File: src/rtl/alu_issue.sv
// alu_issue -- execute-stage issue buffer in front of the ALU units.
//
// Accepts one decoded ALU operation per cycle over a valid/ready handshake,
// decodes the opcode at capture and holds the operation in a two-entry
// buffer. The main entry drives the outputs. The skid entry absorbs the one
// extra operation that arrives in the cycle a downstream stall begins. Using
// the skid entry keeps in_ready a pure register output.
//
// Ports
//   clock, reset                 clock; asynchronous active-low reset
//   flush                        synchronous discard of both entries
//   in_valid/in_ready            upstream handshake (in_ready = !skid valid)
//   in_opcode, in_shamt          opcode and shift amount
//   in_A, in_B                   operands
//   out_valid/out_ready          downstream handshake
//   data_operandA/B, out_shamt   registered operands of the main entry
//   add/sub/and/or/sll/sra_enable one-hot unit enables, zero when !out_valid
//   illegal_op                   main entry holds an unsupported opcode
module alu_issue #(
  parameter int WIDTH = 32
) (
  input  logic             clock,
  input  logic             reset,
  input  logic             flush,
  input  logic             in_valid,
  output logic             in_ready,
  input  logic [4:0]       in_opcode,
  input  logic [4:0]       in_shamt,
  input  logic [WIDTH-1:0] in_A,
  input  logic [WIDTH-1:0] in_B,
  output logic             out_valid,
  input  logic             out_ready,
  output logic [WIDTH-1:0] data_operandA,
  output logic [WIDTH-1:0] data_operandB,
  output logic [4:0]       out_shamt,
  output logic             add_enable,
  output logic             sub_enable,
  output logic             and_enable,
  output logic             or_enable,
  output logic             sll_enable,
  output logic             sra_enable,
  output logic             illegal_op
);

  // Decoded form: {illegal, sra, sll, or, and, sub, add}
  function automatic logic [6:0] decode_op(input logic [4:0] op);
    logic [6:0] d;
    d = 7'b0;
    case (op)
      5'b00000: d[0] = 1'b1;
      5'b00001: d[1] = 1'b1;
      5'b00010: d[2] = 1'b1;
      5'b00011: d[3] = 1'b1;
      5'b00100: d[4] = 1'b1;
      5'b00101: d[5] = 1'b1;
      default:  d[6] = 1'b1;
    endcase
    return d;
  endfunction

  logic             main_vld, skid_vld;
  logic [WIDTH-1:0] main_a, main_b, skid_a, skid_b;
  logic [4:0]       main_sh, skid_sh;
  logic [6:0]       main_dec, skid_dec;
  logic [6:0]       in_dec;
  logic             in_xfer;
  logic             main_free;

  assign in_dec    = decode_op(in_opcode);
  assign in_xfer   = in_valid & in_ready;
  // Main can take a new entry when it is empty or its entry leaves this cycle.
  assign main_free = ~main_vld | out_ready;

  // Capture stage: main/skid entry registers
  always_ff @(posedge clock or negedge reset) begin
    if (!reset) begin
      main_vld <= 1'b0;
      skid_vld <= 1'b0;
      main_a   <= '0;
      main_b   <= '0;
      main_sh  <= '0;
      main_dec <= '0;
      skid_a   <= '0;
      skid_b   <= '0;
      skid_sh  <= '0;
      skid_dec <= '0;
    end else if (flush) begin
      main_vld <= 1'b0;
      skid_vld <= 1'b0;
    end else if (main_free) begin
      if (skid_vld) begin
        main_vld <= 1'b1;
        main_a   <= skid_a;
        main_b   <= skid_b;
        main_sh  <= skid_sh;
        main_dec <= skid_dec;
        skid_vld <= in_xfer;
        if (in_xfer) begin
          skid_a   <= in_A;
          skid_b   <= in_B;
          skid_sh  <= in_shamt;
          skid_dec <= in_dec;
        end
      end else begin
        main_vld <= in_xfer;
        if (in_xfer) begin
          main_a   <= in_A;
          main_b   <= in_B;
          main_sh  <= in_shamt;
          main_dec <= in_dec;
        end
      end
    end else if (in_xfer) begin
      skid_vld <= 1'b1;
      skid_a   <= in_A;
      skid_b   <= in_B;
      skid_sh  <= in_shamt;
      skid_dec <= in_dec;
    end
  end

  // Output stage: enables and illegal flag qualified by the main valid bit
  assign in_ready      = ~skid_vld;
  assign out_valid     = main_vld;
  assign data_operandA = main_a;
  assign data_operandB = main_b;
  assign out_shamt     = main_sh;
  assign add_enable    = main_vld & main_dec[0];
  assign sub_enable    = main_vld & main_dec[1];
  assign and_enable    = main_vld & main_dec[2];
  assign or_enable     = main_vld & main_dec[3];
  assign sll_enable    = main_vld & main_dec[4];
  assign sra_enable    = main_vld & main_dec[5];
  assign illegal_op    = main_vld & main_dec[6];

endmodule

File: config.mk
export PLATFORM = sky130hd
export DESIGN_NAME = alu_issue
export DESIGN_NICKNAME = d
export VERILOG_FILES = /design/src/rtl/alu_issue.sv
export SDC_FILE = /design/constraint.sdc
export NUM_CORES = 1
export LEC_CHECK = 0
export CAP_MARGIN = 20
export CORE_UTILIZATION = 47
export DETAILED_ROUTE_END_ITERATION = 8
export PLACE_DENSITY = 0.81
export SLEW_MARGIN = 20
export SYNTH_ARGS = -nofsm -noshare
export SYNTH_HDL_FRONTEND = slang
export SYNTH_SLANG_ARGS = --single-unit
File: constraint.sdc
create_clock -name clock -period 4.1 [get_ports clock]
set_clock_uncertainty 0.05 [all_clocks]
set_input_delay 1.23 -clock clock [delete_from_list [all_inputs] [get_ports clock]]
set_output_delay 1.23 -clock clock [all_outputs]
set_load 0.01 [all_outputs]
==> impl_metrics.csv <==
group,metric,value,unit
status,status,"finished, final reports clean",
cells_and_area,fillers,1049,
hold_path,hold_class,"flip-flop to flip-flop",
routing,viasPerCell,5.54,
routing,initialDrtViolationCount,264,
routing,detail_route.wl_per_cell,18.8,microns
die,start_util,48.5,%
worst_setup_path,arrival,1.97,ns
clocking,cts_tree,"yes",
logic_synthesis,syn-num-nets,608,
sta,final_hold_viol_count,0,
clocking,cts_root_buf,"clkbuf_16",
grt,grt_max_degree,77,
flow_run,maxCapViolations,0,
logic_synthesis,syn_avg_cell_area,12.8,sq um
worst_setup_path,critPathMaxStageDelay,0.80,ns
die,core,14000,sq um
routing,wl,16200,microns
sta,hold_slack,0.450,ns
placed_design,postPlaceCellArea,8480,sq um
grt,track_usage,22.9,%
routing,wl_met3,995,microns
worst_setup_path,crit_path_top_delay_cell,"dfrtp_4",
logic_synthesis,ys_types,29,
power,cellPowerDensity,491,nW/um^2
cells_and_area,syn2layout_area_growth,34.1,%
clocking,h-tree-depth,4,
die,die_y,122,microns
routing,wl_met1,7150,microns
logic_synthesis,ys_seq_elements,154,
hold_path,hold_depth,1,
worst_setup_path,crit_type,"flip-flop to output port",
cells_and_area,drive_gt1_share,18.0,%
worst_setup_path,crit_chain,"inv_1, clkdlybuf4s50_1",
sta,rsz0062_at_grt,"no",
cells_and_area,fin_area,9100,sq um
placed_design,post-place-cells,832,
sta,period_share,79.3,%
worst_setup_path,critPathCapture,"in_ready",
power,power.leakage,3.84,nW
worst_setup_path,cp_max_fo,32,
placed_design,pre_cts_ws,0.925,ns
worst_setup_path,r2r_slack,1.67,ns
cells_and_area,antennaDiodeCount,0,
sta,min_period,3.25,ns
clocking,clock-sinks,154,
logic_synthesis,synth_cells,529,
clocking,cts_resized,0,
worst_setup_path,endpoint_kind,"output port",
cells_and_area,nNetsFinal,750,
power,peakVddDrop,0.266,mV
placed_design,io_buffers,156,
routing,drtPass1Iterations,4,
sta,setup_viol,0,
grt,globalRouteOverflowTotal,0,
sta,worst_pin_slew,0.830,ns
sta,fmax,307,MHz
worst_setup_path,r2r_cells,4,
placed_design,hpwl,10000,microns
clocking,holdBufCountCts,0,
sta,fin_tns_setup,0,ns
die,ios,157,
logic_synthesis,ys_seq_area_share,56.8,%
routing,via_count,4787,
power,finalPower,4.47,mW
sta,setup_slack,0.847,ns
sta,relSlewSlack,44.7,%
worst_setup_path,r2r-end,"main_dec[5]",
grt,grt_pass1_vias,5146,
clocking,clockBufferDepth,2,
clocking,cts_buffers,17,
worst_setup_path,start_kind,"flip-flop",
worst_setup_path,worstPathRequired,2.82,ns
logic_synthesis,yosys_warnings,0,
worst_setup_path,r2r-start,"skid_vld",
grt,antenna_found_initial,0,
worst_setup_path,crit_family,"flip-flops",
die,die_x,122,microns
cells_and_area,final_common_cell,"clkdlybuf4s50_1",
worst_setup_path,crit_path_start,"skid_vld",
die,design.die.area,14900,sq um
cells_and_area,final_cells,864,
routing,drc,0,
clocking,path_clk_slew,0.06,ns
placed_design,gp_routability_congestion,0.778,
clocking,clock_latency,0.41,ns
cells_and_area,final_cell_mix,"clkdlybuf4s50_1, dfrtp_1, o21ai_0",
logic_synthesis,netlist_area,6790,sq um
cells_and_area,finish.utilization,65.0,%
worst_setup_path,cp.buffers_inverters,2,
routing,top_layer,"met4",
die,row_count,43,
clocking,post_cts_buffers,0,
routing,postRouteAntennaNets,0,
routing,wl_met2,7850,microns
sta,slew_viol_final,0,
worst_setup_path,cp.depth,2,
grt,grt_pass1_wl,25900,microns
[how the worst min path moves through the flow]
stage / startpoint / to / slack (ns)
CTS: main_dec[2] / main_dec[2] / 0.45
global route: skid_a[3] / skid_a[3] / 0.46
global placement: main_dec[1] / main_dec[1] / 0.44
detailed placement: main_dec[2] / main_dec[2] / 0.44
floorplan: main_dec[6] / main_dec[6] / 0.42
finish: main_dec[2] / main_dec[2] / 0.45
[cells in the mapped netlist (all sizes together)]
library cell / instances / area (sq um)
nor2b: 3 / 18.8
buf: 19 / 129
and2: 7 / 43.8
or4b: 1 / 10.0
and2b: 1 / 7.51
a21oi: 1 / 5.00
clkbuf: 22 / 82.6
nand3: 2 / 22.5
o21ai: 140 / 701
mux2: 78 / 1020
dfrtp: 154 / 3850
a2bb2oi: 1 / 8.76
mux2i: 73 / 731
nand2: 4 / 15.0
nor4b: 2 / 17.5
nor2: 6 / 22.5
o31ai: 1 / 7.51
nor4: 1 / 6.26
a211oi: 1 / 7.51
inv: 4 / 15.0
a211o: 1 / 8.76
a22o: 4 / 35.0
nand2b: 2 / 12.5
o21bai: 1 / 7.51
[sequential cells by signal, summed over array words and instances (netlist names)]
register / count
data_operandB: 32
skid_a: 32
out_shamt: 5
skid_b: 32
main_dec: 7
skid_vld: 1
data_operandA: 32
skid_sh: 5
out_valid: 1
skid_dec: 7
[area by class of cell]
type                    count  area [sq um]  share of cell area [%]
repair buffers            164          1660                    18.3
clock buffers              19           443                    4.87
inverters                   4          15.0                   0.165
multi-input cells         330          2720                    29.9
well taps                 180           225                    2.48
flip-flops and latches    154          3860                    42.4
clock inverters            13           175                    1.93
[power breakdown]
| group | switching [mW] | leakage [nW] | internal, mW |
|---|---|---|---|
| Combinational | 0.321 | 1.64 | 0.520 |
| Clock | 0.607 | 0.295 | 1.03 |
| Sequential | 0.174 | 1.91 | 1.82 |
| Total | 1.10 | 3.84 | 3.37 |
[routing by layer]
layer,up-vias,global-route usage [%]
li1,2175,-
met1,2442,29.6
met2,153,36.3
met3,17,6.60
met4,0,8.77
met5,-,0
[cell families (layout without fill, tap and decap cells)]
group | after synthesis | after routing | share of synthesized area [%]
flops | 154 | 154 | 56.8
mux | 151 | 151 | 25.8
compound gates | 150 | 150 | 11.5
buf+inv | 45 | 200 | 3.34
simple gates | 29 | 29 | 2.60
Power figures use the tool's default switching activity.
==> RTL edit: new RTL, same settings <==
The parameter `WIDTH` goes from 32 to 24.
--- a/src/rtl/alu_issue.sv
+++ b/src/rtl/alu_issue.sv
@@ -17,7 +17,7 @@
 //   add/sub/and/or/sll/sra_enable one-hot unit enables, zero when !out_valid
 //   illegal_op                   main entry holds an unsupported opcode
 module alu_issue #(
-  parameter int WIDTH = 32
+  parameter int WIDTH = 24
 ) (
   input  logic             clock,
   input  logic             reset,
Interface: changed (resized data_operandA, data_operandB, in_A and in_B); port bits go from 157 to 125. No check against the original RTL was run, so the function may have changed too.
==> RTL edit against the unedited design <==
Synthesized cell count shrank 20%; sequential cell count shrank 32; worst setup slack gained 0.14 ns; cell area shrank 18%; core utilization grew 0.23 points; hold slack lost 0.0030 ns; sequential power shrank 21%; combinational power shrank 17%; synthesized area shrank 19%; wire length shrank 22%; total power shrank 17%; final cell count shrank 19%; critical endpoint unchanged.
==> RTL edit: results (changes against the unedited design) <==
| Metric | Value |
|---|---|
| Syn_nets | 487 (was 608) |
| Mux contribution to synthesized area | 0.268 (was 0.258) |
| Routability cong. | 0.783 (was 0.778) |
| Family with the most delay on the worst path | buffers and inverters (was flip-flops) |
| Outcome | finished, final reports clean (unchanged) |
| Largest stage delay on the critical path | 0.65 ns (was 0.80 ns) |
| Multi-input gates | 266 (was 330) |
| Compound-Gate Fraction of Synth Area | 0.112 (was 0.115) |
| Sink Count | 122 (was 154) |
| Buffers excl. clock | 132 (was 164) |
| Met2 Resource Use GR | 0.360 (was 0.363) |
| Main area contributors after synthesis | dfrtp_1 (55%), mux2_4 (15%), mux2i_1 (10%), o21ai_0 (9.3%), buf_6 (1.2%) (was dfrtp_1 (57%), mux2i_1 (11%), o21ai_0 (9.9%), mux2_4 (8.2%), mux2_2 (6.8%)) |
| Met3 Use GR | 0.0395 (was 0.0660) |
| Sequential-to-total area share from yosys stat | 0.552 (was 0.568) |
| 1st-iter DRT viols | 186 (was 264) |
| Buffering overhead | 0.178 (was 0.183) |
| Share of layout cells above drive strength 1 | 0.191 (was 0.180) |
| All-Layer GR Usage | 0.218 (was 0.229) |
| Post-synthesis async set-or-reset flop share | 1.00 (unchanged) |
| Clock tree cell share of total cell area | 0.0781 (was 0.0680) |
| Largest net degree at the start of global routing | 57 (was 77) |
| First-pass GRT wire length | 21000 um (was 25900 um) |
| # fillers | 891 (was 1049) |
| Global routing usage on met1 | 0.284 (was 0.296) |
| Number of global-route vias before repair | 4026 (was 5146) |
| Rel. slew slack | 0.307 (was 0.447) |
| R2r setup slk | 1.89 ns (was 1.67 ns) |
| Syn Area/Cell | 13.0 sq um (was 12.8 sq um) |
| Routed met2 length | 6270 um (was 7850 um) |
| Leak pwr | 3.25 nW (was 3.84 nW) |
| Routed vias/inst | 5.48 (was 5.54) |
| Inst Count DP | 667 (was 832) |
| Detailed Place HPWL | 7870 um (was 10000 um) |
| Post-CTS sizing | 0 (unchanged) |
| Worst r2r src | out_valid$_DFFE_PN0P_ (was skid_vld$_DFFE_PN0P_) |
| # rows | 39 (was 43) |
| Worst R2R End | skid_b[14]$_DFFE_PN0P_ (was main_dec[5]$_DFFE_PN0P_) |
| Drt wl/cell | 18.1 um (was 18.8 um) |
| Metal1 wirelength | 5610 um (was 7150 um) |
| Max rail drop VDD | 277 uV (was 266 uV) |
==> RTL edit: how the worst min path moves through the flow <==
stage / startpoint / to / slack (ns) / depth (start not counted)
after floorplan: main_dec[6]$_DFFE_PN0P_ / main_dec[6]$_DFFE_PN0P_ / 0.42 / 2
after global placement: main_dec[2]$_DFFE_PN0P_ / main_dec[2]$_DFFE_PN0P_ / 0.43 / 1
after detailed placement: main_dec[4]$_DFFE_PN0P_ / main_dec[4]$_DFFE_PN0P_ / 0.44 / 1
after CTS: main_dec[4]$_DFFE_PN0P_ / main_dec[4]$_DFFE_PN0P_ / 0.45 / 1
after global routing: skid_b[14]$_DFFE_PN0P_ / skid_b[14]$_DFFE_PN0P_ / 0.47 / 1
final: main_dec[4]$_DFFE_PN0P_ / main_dec[4]$_DFFE_PN0P_ / 0.45 / 1
==> RTL edit: stage by stage <==
stage / hold WS, ns / setup slack (ns) / instance area (sq um)
6_report: 0.447 / 0.985 / 7450
5_1_grt: 0.471 / 0.944 / 7450
3_3_place_gp: 0.434 / 0.742 / 6870
3_5_place_dp: 0.439 / 0.685 / 6870
2_1_floorplan: 0.416 / 1.69 / 5530
4_1_cts: 0.452 / 0.975 / 7450
==> RTL edit: report_power, final <==
part	switching [W]	total (W)	internal [W]
Clock	0.000532	0.00146	0.000924
Sequential	0.000140	0.00158	0.00144
Combinational	0.000252	0.000694	0.000443
Total	0.000924	0.00373	0.00281
==> RTL edit: cell families (layout without fill, tap and decap cells) <==
kind of cell | Yosys count | in the layout
AO/OA/AOI/OAI | 118 | 118
flip-flops | 122 | 122
buffers and inverters | 36 | 168
AND/OR/NAND/NOR | 29 | 29
multiplexers | 119 | 119
